===== config.mk =====
export PLATFORM = sky130hd
export DESIGN_NAME = wb_arbiter
export DESIGN_NICKNAME = d
export VERILOG_FILES = /design/src/rtl/wb_pkg.sv /design/src/rtl/wb_queue2.sv /design/src/rtl/wb_arbiter.sv
export SDC_FILE = /design/constraint.sdc
export NUM_CORES = 1
export LEC_CHECK = 0
export BUFFER_PORTS_ARGS = -buffer_cell sky130_fd_sc_hd__buf_2
export CAP_MARGIN = 20
export CORE_UTILIZATION = 56
export CTS_BUF_LIST = sky130_fd_sc_hd__clkbuf_8
export DETAILED_ROUTE_END_ITERATION = 6
export PLACE_DENSITY = 0.82
export SYNTH_ARGS = -nofsm -noshare
export SYNTH_HDL_FRONTEND = slang
export SYNTH_SLANG_ARGS = --single-unit

===== constraint.sdc =====
create_clock -name clk -period 2.05 [get_ports clk]
set_input_delay 0.41 -clock clk [delete_from_list [all_inputs] [get_ports clk]]
set_output_delay 0.41 -clock clk [all_outputs]
set_load 0.01 [all_outputs]

===== src/rtl/wb_pkg.sv =====
// wb_pkg: shared types for the register-file write-port arbiter.
// Optional feature macro: WB_ARB_WAW_SQUASH_EN (consumed by wb_arbiter).
package wb_pkg;

    localparam int unsigned WB_AW = 5;
    localparam int unsigned WB_DW = 32;

    localparam logic [WB_AW-1:0] REG_ZERO = '0;

    // One queued mult/div result; live = 0 means it retires without writing.
    typedef struct packed {
        logic [WB_AW-1:0] rd;
        logic [WB_DW-1:0] data;
        logic             live;
    } wb_entry_t;

    typedef enum logic {
        NORMAL = 1'b0,
        STALL  = 1'b1
    } wb_state_e;

endpackage


===== src/rtl/wb_queue2.sv =====
// wb_queue2: 2-entry FIFO of aux results with per-entry rd-match squash.
module wb_queue2
    import wb_pkg::*;
(
    input  logic             clk,
    input  logic             reset,
    input  logic             push,
    input  wb_entry_t        push_entry,
    input  logic             pop,
    input  logic             squash,
    input  logic [WB_AW-1:0] squash_rd,
    output wb_entry_t        head,
    output logic [1:0]       count
);

    wb_entry_t mem [2];
    logic      rd_ptr;
    logic      wr_ptr;

    assign head = mem[rd_ptr];

    // Storage, pointers and occupancy; squash kills stored entries only.
    always_ff @(posedge clk) begin
        if (reset) begin
            mem[0] <= '0;
            mem[1] <= '0;
            rd_ptr <= 1'b0;
            wr_ptr <= 1'b0;
            count  <= 2'd0;
        end else begin
            for (int i = 0; i < 2; i++) begin
                if (squash && (mem[i].rd == squash_rd)) begin
                    mem[i].live <= 1'b0;
                end
            end
            if (push) begin
                mem[wr_ptr] <= push_entry;
                wr_ptr      <= ~wr_ptr;
            end
            if (pop) begin
                rd_ptr <= ~rd_ptr;
            end
            case ({push, pop})
                2'b10:   count <= count + 2'd1;
                2'b01:   count <= count - 2'd1;
                default: count <= count;
            endcase
        end
    end

endmodule


===== src/rtl/wb_arbiter.sv =====
// wb_arbiter: shares the register-file write port between the writeback
// stage (always wins) and a 2-entry mult/div result queue, with a
// starvation guard that requests a one-cycle pipeline stall.
// Optional feature macro: WB_ARB_WAW_SQUASH_EN (pipe writes squash queued
// entries targeting the same register).
module wb_arbiter
    import wb_pkg::*;
#(
    parameter int unsigned STARVE_LIMIT = 4,
    parameter int unsigned AW           = WB_AW,
    parameter int unsigned DW           = WB_DW
) (
    input  logic          clk,
    input  logic          reset,
    input  logic          pipe_valid,
    input  logic [AW-1:0] pipe_rd,
    input  logic [DW-1:0] pipe_data,
    input  logic          aux_valid,
    output logic          aux_ready,
    input  logic [AW-1:0] aux_rd,
    input  logic [DW-1:0] aux_data,
    output logic          rf_we,
    output logic [AW-1:0] rf_waddr,
    output logic [DW-1:0] rf_wdata,
    output logic          stall_req,
    output logic [1:0]    q_count
);

    localparam int unsigned CW = 4;
    localparam logic [CW-1:0] LIMIT = CW'(STARVE_LIMIT);

    wb_state_e        state;
    logic [CW-1:0]    starve_cnt;
    wb_entry_t        push_entry;
    wb_entry_t        head;
    logic             q_push;
    logic             q_pop;
    logic             q_empty;
    logic             squash;

    assign aux_ready = (q_count != 2'd2);
    assign q_empty   = (q_count == 2'd0);
    assign q_push    = aux_valid && aux_ready;
    assign q_pop     = !pipe_valid && !q_empty;

`ifdef WB_ARB_WAW_SQUASH_EN
    assign squash = pipe_valid && (pipe_rd != '0);
`else
    assign squash = 1'b0;
`endif

    // Incoming aux result packed into a queue entry.
    always_comb begin
        push_entry      = '0;
        push_entry.rd   = WB_AW'(aux_rd);
        push_entry.data = WB_DW'(aux_data);
        push_entry.live = 1'b1;
    end

    wb_queue2 u_queue (
        .clk        (clk),
        .reset      (reset),
        .push       (q_push),
        .push_entry (push_entry),
        .pop        (q_pop),
        .squash     (squash),
        .squash_rd  (WB_AW'(pipe_rd)),
        .head       (head),
        .count      (q_count)
    );

    // Write-port grant: pipe first, then queue head; r0 and dead entries never write.
    always_ff @(posedge clk) begin
        if (reset) begin
            rf_we    <= 1'b0;
            rf_waddr <= '0;
            rf_wdata <= '0;
        end else if (pipe_valid) begin
            rf_we    <= (pipe_rd != '0);
            rf_waddr <= pipe_rd;
            rf_wdata <= pipe_data;
        end else if (q_pop) begin
            rf_we    <= head.live && (head.rd != REG_ZERO);
            rf_waddr <= AW'(head.rd);
            rf_wdata <= DW'(head.data);
        end else begin
            rf_we    <= 1'b0;
        end
    end

    // Starve counter and stall FSM; no stall is raised if the head drains this cycle.
    always_ff @(posedge clk) begin
        if (reset) begin
            state      <= NORMAL;
            stall_req  <= 1'b0;
            starve_cnt <= '0;
        end else begin
            if (q_pop || q_empty || (state == STALL)) begin
                starve_cnt <= '0;
            end else if (starve_cnt != LIMIT) begin
                starve_cnt <= starve_cnt + CW'(1);
            end
            case (state)
                NORMAL: begin
                    if ((starve_cnt == LIMIT) && !q_pop) begin
                        state     <= STALL;
                        stall_req <= 1'b1;
                    end else begin
                        stall_req <= 1'b0;
                    end
                end
                STALL: begin
                    state     <= NORMAL;
                    stall_req <= 1'b0;
                end
                default: begin
                    state     <= NORMAL;
                    stall_req <= 1'b0;
                end
            endcase
        end
    end

    // Pipeline must idle the cycle after a stall request.
    a_stall_honoured: assert property (
        @(posedge clk) disable iff (reset) stall_req |=> !pipe_valid
    );

endmodule


# Yosys cells after proc, flatten, opt, wreduce, memory -nomap -nowiden
# Memories as Yosys holds them, arrays and structs flattened. A register that Yosys moved wholly into a read port is not among the register bits.
# Index checks and enable logic that the tools add are counted.
# totals
ff_bits	47
mem_bits_rw	76
in_bits	78
output_inout_bits	42
n_memories	1
# mem_list
memory	words	width	rd	rd_clocked_by_memory_dff	wr	line	text
u_queue.mem	2	38	1	1	2	wb_queue2.sv:16	wb_entry_t mem [2];
# classes
addsub	3
eq_ne	5
n_mux	19
n_bitwise	3
reduce_logical	16
# op_table
op	count
32-bit two-way mux	2
38-bit two-way mux	1
38-bit OR reduction	1
1-bit two-way mux	12
5-bit two-way mux	2
5-bit nonzero test	2
4-bit by 1-bit adder with 4-bit output, second input constant	1
4-bit by 3-bit equality test with 1-bit output, second input constant	1
1-bit logical AND	4
4-bit by 3-bit inequality test with 1-bit output, second input constant	1
2-bit case mux with 2 select lines	1
2-bit nonzero test	2
1-bit logical NOT	3
1-bit inverter	3
2-bit by 1-bit adder with 2-bit output, second input constant	1
2-bit by 1-bit equality test with 1-bit output, second input constant	1
2-bit equality test, second input constant	1
2-bit logical NOT	1
1-bit logical OR	2
2-bit inequality test, second input constant	1
1-bit case mux with 2 select lines	1
2-bit OR reduction	1
2-bit by 1-bit subtractor with 2-bit output, second input constant	1

# Longest topological paths before layout
# Gate-level depths: netlist of run 1.
# depth
ltp_word	7
ltp_mapped	7
mapped_depth_nobuf	6

# By module
# From an unflattened synthesis of run 1, not the netlist that was laid out.
# hier_totals
cells_unflattened	447
area_unflattened_um2	5804.3
# modules_own_cells
module	n_inst	cells_each	area_each_um2
wb_queue2	1	240	3632.2
wb_arbiter	1	207	2172.1

# Least setup slack after synthesis of run 1
# No wires, ideal clock.
# synth_timing
kind	flip-flop to flip-flop
startpoint	register u_queue.count[0]
endpoint	memory u_queue.mem[0][10] in the netlist's numbering (enable)
arrival_ps	1612
required_time_ps	1655
slack_ps	43
path_stages_with_launch	5
period_less_slack_ps	2007
cell_sequence	dfxtp_1 -> buf_6 -> nand2b_4 -> nand3b_1 -> nand2_1
# synth_lines
item	line	text
start: declaration	wb_queue2.sv:13	output logic [1:0] count
start signal: assignment	wb_queue2.sv:44	2'b10: count <= count + 2'd1;
start signal: assignment	wb_queue2.sv:45	2'b01: count <= count - 2'd1;
start signal: assignment	wb_queue2.sv:46	default: count <= count;
end: declaration	wb_queue2.sv:16	

==> qor.csv, run 1 <==
metric,value,unit
status,finished with violations,
failing checks,design-rule violations,
Gate Count Post-Synth,432,
worst min path class,in2reg,
share of flip-flops with an asynchronous set or reset,0,%
die area,10100,sq um
mapped cell area,5460,sq um
first-pass GRT wire length,18.5,mm
Antenna diodes,0,
met1 Resource Use GR,27.6,%
CTS Buf Count,17,
Slew headroom,56.3,%
Site Rows,35,
count of unique library cells instantiated by Yosys,44,
end-of-flow core utilization,69.7,%
Die H,101,um
CP arrival,1.92,ns
Slew @ Worst Pin,0.656,ns
setup bufs post-CTS,0,
RSZ-0062 raised after global routing,no,
sequential area share after synthesis,59.1,%
CTS H-tree depth,4,
crit-path cells,"nand2b_4, and4_4, or2_2, buf_4",
die width,101,um
Synth Flop Type,edfxtp_1,
DRC violations left,1,
Critical Path Slowest Stage Cell,dfxtp_1,
Buf/Inv on CP,1,
Synth Area in Simple Gates,17.6,%
post-route ant nets,0,
Finish-stage setup viols,0,
Tot GR Track Use,24.6,%
Root Buffer,clkbuf_8,
routability cong.,0.738,
met3 usage,6.17,%
Initial Utilization,58.5,%
share of cells above drive strength 1,42.0,%
multiplexer share of the synthesized area,8.21,%
"Min Clock Period, post-route",1.76,ns
pin count of the biggest net entering global routing,39,
adder-cell share of the synthesized area,0.688,%
Initial DRC Count,250,
drt total wl,11.7,mm
cell taking the most area after synthesis,edfxtp_1,
Pwr Density,1090,nW/um^2
skew final,0.0133,ns
Worst EP required,2.21,ns
met2 GRT Util,44.3,%
post-synth top area share,40.7,%
CTS resizes,0,
Synth Area in XOR/XNOR,0.642,%
maximum vdd ir drop,0.566,mV
CTS tree,yes,
f_max,0.569,GHz
Routed WL per cell,16.8,um
dominant cells by area after synthesis,"edfxtp_1, dfxtp_1, mux2_2",
layout net count,637,
Startpoint Class,flip-flop,
busiest grt layer,met2,
largest family of logic cells by synthesized area,simple AND/OR/NAND/NOR gates,
Final Max Slew Viols,0,
Mean Syn Cell Area,12.6,sq um
CP max stage delay,0.53,ns
Leak,2.76,nW
setup TNS,0,ns
Worst Path Max Fanout,11,
CTS Sinks,124,
GRT overflow,0,
maxcap violations,0,
reg2reg start,u_queue.count[1],
clock buffer depth,2,
Syn Nets,513,
cell family with most CP delay,simple AND/OR/NAND/NOR gates,
period utilization,85.7,%
Final HPWL DP,7.81,mm
Synth Register Bits,124,
final hold violations,0,
worst skew pair latency,0.42,ns
Synth warnings,0,
drt first pass iters,7,
Placeable Area,9330,sq um
vias,3818,
CTS Hold Bufs,0,
"Reg clk slew, reported paths",0.08,ns
WS Path Type,reg2reg,
crit path from,u_queue.count[1],
"EDFF count, synth",74,
Area Growth Syn to Fin,19.1,%
most frequent cells in the layout,"buf_2, edfxtp_1, dfxtp_1",
IO buf count,119,
CP Capture Type,flip-flop,
"commonest non-fill, non-tap cell in the layout",buf_2,
Vias/cell,5.47,
vias in the first global route,3870,
antenna violations before repair,0,
critical hold path startpoint,pipe_data[17],
io pins,120,
Compound-Gate Fraction of Synth Area,9.03,%
layout make-up:
class	instances	area, sq um
Tap cell	129	161
Sequential cell	124	3220
Clock inverter	14	115
Inverter	5	18.8
Clock buffer	18	248
Timing Repair Buffer	137	756
Multi-Input combinational cell	271	1980
Fill cell	668	2830
stage by stage:
stage / hold WS [ns] / power (W) / cell area, sq um / std cells / worst slack, ns
2_1_floorplan: 0.423 / 0.00466 / 5460 / 432 / 0.0428
3_3_place_gp: 0.433 / 0.00511 / 6140 / 666 / 0.284
5_1_grt: 0.256 / 0.00746 / 6500 / 698 / 0.242
6_report: 0.260 / 0.00712 / 6500 / 698 / 0.293
3_5_place_dp: 0.441 / 0.00519 / 6140 / 666 / 0.183
4_1_cts: 0.243 / 0.00716 / 6500 / 698 / 0.300
cell usage after synthesis, drive strengths merged, types with 2 or more instances:
cell     n
a222oi  20
nand2   20
xnor2    3
mux2i    2
nand3b   2
o211ai  18
or3      2
and2    74
inv      5
o21ai    2
buf     25
ha       3
nand2b  18
clkbuf   7
a21oi   21
mux2    38
nor4     2
nor3     3
edfxtp  74
nor2    29
dfxtp   50
cell families after synthesis:
family          after synthesis
simple gates                158
mux                          40
fa+ha+maj                     3
xor+xnor                      4
buf+inv                      37
flops                       124
compound gates               66
worst paths after layout:
kind / endpoint / slack [ns] / depth (start not counted)
max: u_queue.mem[1][9] / 0.29 / 4
min reg2reg: rf_wdata[6] / 0.45 / 2
min: rf_wdata[17] / 0.26 / 3
max reg2reg: u_queue.mem[1][9] / 0.29 / 4
per-layer routing:
metal  vias up  part of all wire, %  wire length [um]
met3        20                  7.6               891
li1       1810                    -                 -
met4         0                  2.0               235
met2       179                   52              6130
met5         -                    0                 0
met1      1809                   38              4480
worst reg2reg max path: stages, from the launching register on:
cell and delay, ns:
dfxtp_1 0.53, nand2b_4 0.12, and4_4 0.21, or2_2 0.41, buf_4 0.24
power breakdown:
part	total (W)	switching [W]	internal (W)
logic	0.00189	0.000989	0.000896
registers	0.00326	0.000201	0.00306
clock network	0.00197	0.000896	0.00107
total	0.00712	0.00209	0.00503
flip-flops by register name, indices dropped and copies added, names as in the netlist, named ones only:
| name | cells |
|---|---|
| rf_waddr | 5 |
| rf_wdata | 32 |
| rf_we | 1 |
| starve_cnt | 4 |
| state | 1 |
| u_queue.count | 2 |
| u_queue.mem | 76 |
| u_queue.rd_ptr | 1 |
| u_queue.wr_ptr | 1 |
Power figures use the tool's default switching activity.
==> inputs of run 2 (changes only) <==
==> constraint.sdc (replaced) <==
create_clock -name clk -period 2.05 [get_ports clk]
set_input_delay 0.3075 -clock clk [delete_from_list [all_inputs] [get_ports clk]]
set_output_delay 0.3075 -clock clk [all_outputs]
set_load 0.01 [all_outputs]
==> run 2 against run 1 <==
The flow still finishes with violations (design-rule violations). Critical path depth grew 1. Worst hold slack lost 0.11 ns. Register-to-register slack lost 0.08 ns. Clock-buffer cell count is the same. Flip-flop and latch count is the same. Via count grew 0.84%. Worst setup slack lost 0.079 ns. Global-route usage grew 0.41 points. Sequential share of layout area shrank 0.77 points. Sequential power is essentially flat. Utilization grew 1.1 points. Non-clock buffer count is the same. Largest cell class unchanged. Largest power group unchanged. Highest routed layer unchanged.
==> qor.csv, run 2 (synthesized netlist as in run 1, its figures left out) <==
metric,value,unit
status,finished with violations,
failing checks,design-rule violations,
Root Buffer,clkbuf_8,
vias,3850,
layout net count,637,
Antenna diodes,0,
skew final,0.0118,ns
Finish-stage setup viols,0,
CTS resizes,0,
DRC violations left,7,
max FFs per register,76,
RSZ-0062 raised after global routing,no,
IO buf count,119,
CTS Buf Count,17,
maximum vdd ir drop,0.680,mV
Register Area,3220,sq um
period utilization,89.6,%
"Reg clk slew, reported paths",0.08,ns
end-of-flow core utilization,70.8,%
"commonest non-fill, non-tap cell in the layout",buf_2,
Worst EP required,2.40,ns
crit-path cells,"nand2b_4, nand2_1, ha_1, or3_2, a21oi_1",
antenna violations before repair,0,
CTS Sinks,124,
drt first pass iters,7,
io pins,120,
CP arrival,2.18,ns
critical hold path startpoint,pipe_data[17],
WS Path Type,reg2reg,
CTS Hold Bufs,0,
routability cong.,0.757,
Leak,2.78,nW
r2r endpoint,u_queue.count[1],
pin count of the biggest net entering global routing,47,
CTS H-tree depth,4,
area of the multi-input gates,1980,sq um
Initial Utilization,58.5,%
first-pass GRT wire length,18.8,mm
clock buffer depth,2,
biggest regs,"u_queue.mem x76, rf_wdata x32, rf_waddr x5",
Slew @ Worst Pin,0.668,ns
Startpoint Class,flip-flop,
f_max,0.545,GHz
worst min path class,in2reg,
Routed WL per cell,17.1,um
Setup crit end,u_queue.count[1],
Slew headroom,55.4,%
Tot GR Track Use,25.0,%
r2r setup slk,0.21,ns
Worst Path Max Fanout,8,
vias in the first global route,3840,
largest reg by FF count,u_queue.mem,
setup bufs post-CTS,0,
Fill cells,663,
Pwr Total,0.00752,W
Final HPWL DP,7.91,mm
CTS tree,yes,
final hold violations,0,
crit path from,u_queue.count[0],
CP Capture Type,flip-flop,
most frequent cells in the layout,"buf_2, edfxtp_1, dfxtp_1",
die width,101,um
"Min Clock Period, post-route",1.84,ns
Die H,101,um
Placeable Area,9330,sq um
reg2reg start,u_queue.count[0],
post-route ant nets,0,
Vias/cell,5.52,
Site Rows,35,
worst skew pair latency,0.43,ns
GRT overflow,0,
die area,10100,sq um
Area Growth Syn to Fin,21.0,%
share of cells above drive strength 1,42.7,%
Final Max Slew Viols,0,
maxcap violations,0,
Reg2Reg Depth,5,
setup TNS,0,ns
drt total wl,11.9,mm
Pwr Density,1140,nW/um^2
CP max stage delay,0.52,ns
Critical Path Slowest Stage Cell,dfxtp_1,
Initial DRC Count,282,
run 2: changes by cell type in the layout (fill, tap and decap cells not counted):
cell and change:
buf_12 +2, buf_4 -2, bufinv_16 +2, clkinv_2 -5, clkinv_4 +2, clkinvlp_4 +3, inv_1 -4, inv_6 +2
run 2: report_power, final:
part / switching, W / total (W) / internal (W)
Combinational: 0.00101 / 0.00192 / 0.000912
Sequential: 0.000197 / 0.00326 / 0.00306
Clock: 0.000990 / 0.00235 / 0.00136
Total: 0.00219 / 0.00752 / 0.00533
run 2: layout make-up:
type,count,share of cell area (%)
tap,129,2.44
inverter,5,0.284
clock inverter,14,2.92
timing repair buffer,137,11.8
sequential,124,48.8
clock buffer,18,3.75
multi-input combinational,271,29.9
run 2: per-stage QoR:
stage	cell area (sq um)	instances	hold WS [ns]	worst slack, ns
floorplan	5460	432	0.423	0.0428
global placement	6160	666	0.433	0.291
detailed placement	6160	666	0.442	0.239
CTS	6600	698	0.135	0.223
global route	6600	698	0.141	0.0994
finish	6600	698	0.146	0.214
run 2: layer usage:
metal	global-route usage [%]	wire, um	share of wire, %
met5	0	0	0
met1	28.4	4690	39
met2	45.0	6260	52
met3	6.73	786	6.6
met4	9.59	188	1.6
run 2: how the worst min path moves through the flow:
stage	slack [ns]	cells past startpoint	endpoint
after floorplan	0.42	2	u_queue.mem[0][0]
final	0.15	3	rf_wdata[17]
after global placement	0.43	1	u_queue.mem[1][0]
after CTS	0.13	3	rf_wdata[31]
after detailed placement	0.44	2	rf_wdata[3]
after global routing	0.14	2	u_queue.mem[0][16]
run 2: worst max-delay path, delay by kind of cell (launching register included):
| kind | cells | cell delay (ns) |
|---|---|---|
| simple gates | 3 | 0.77 |
| flops | 1 | 0.52 |
| fa+ha+maj | 1 | 0.33 |
| compound gates | 1 | 0.15 |
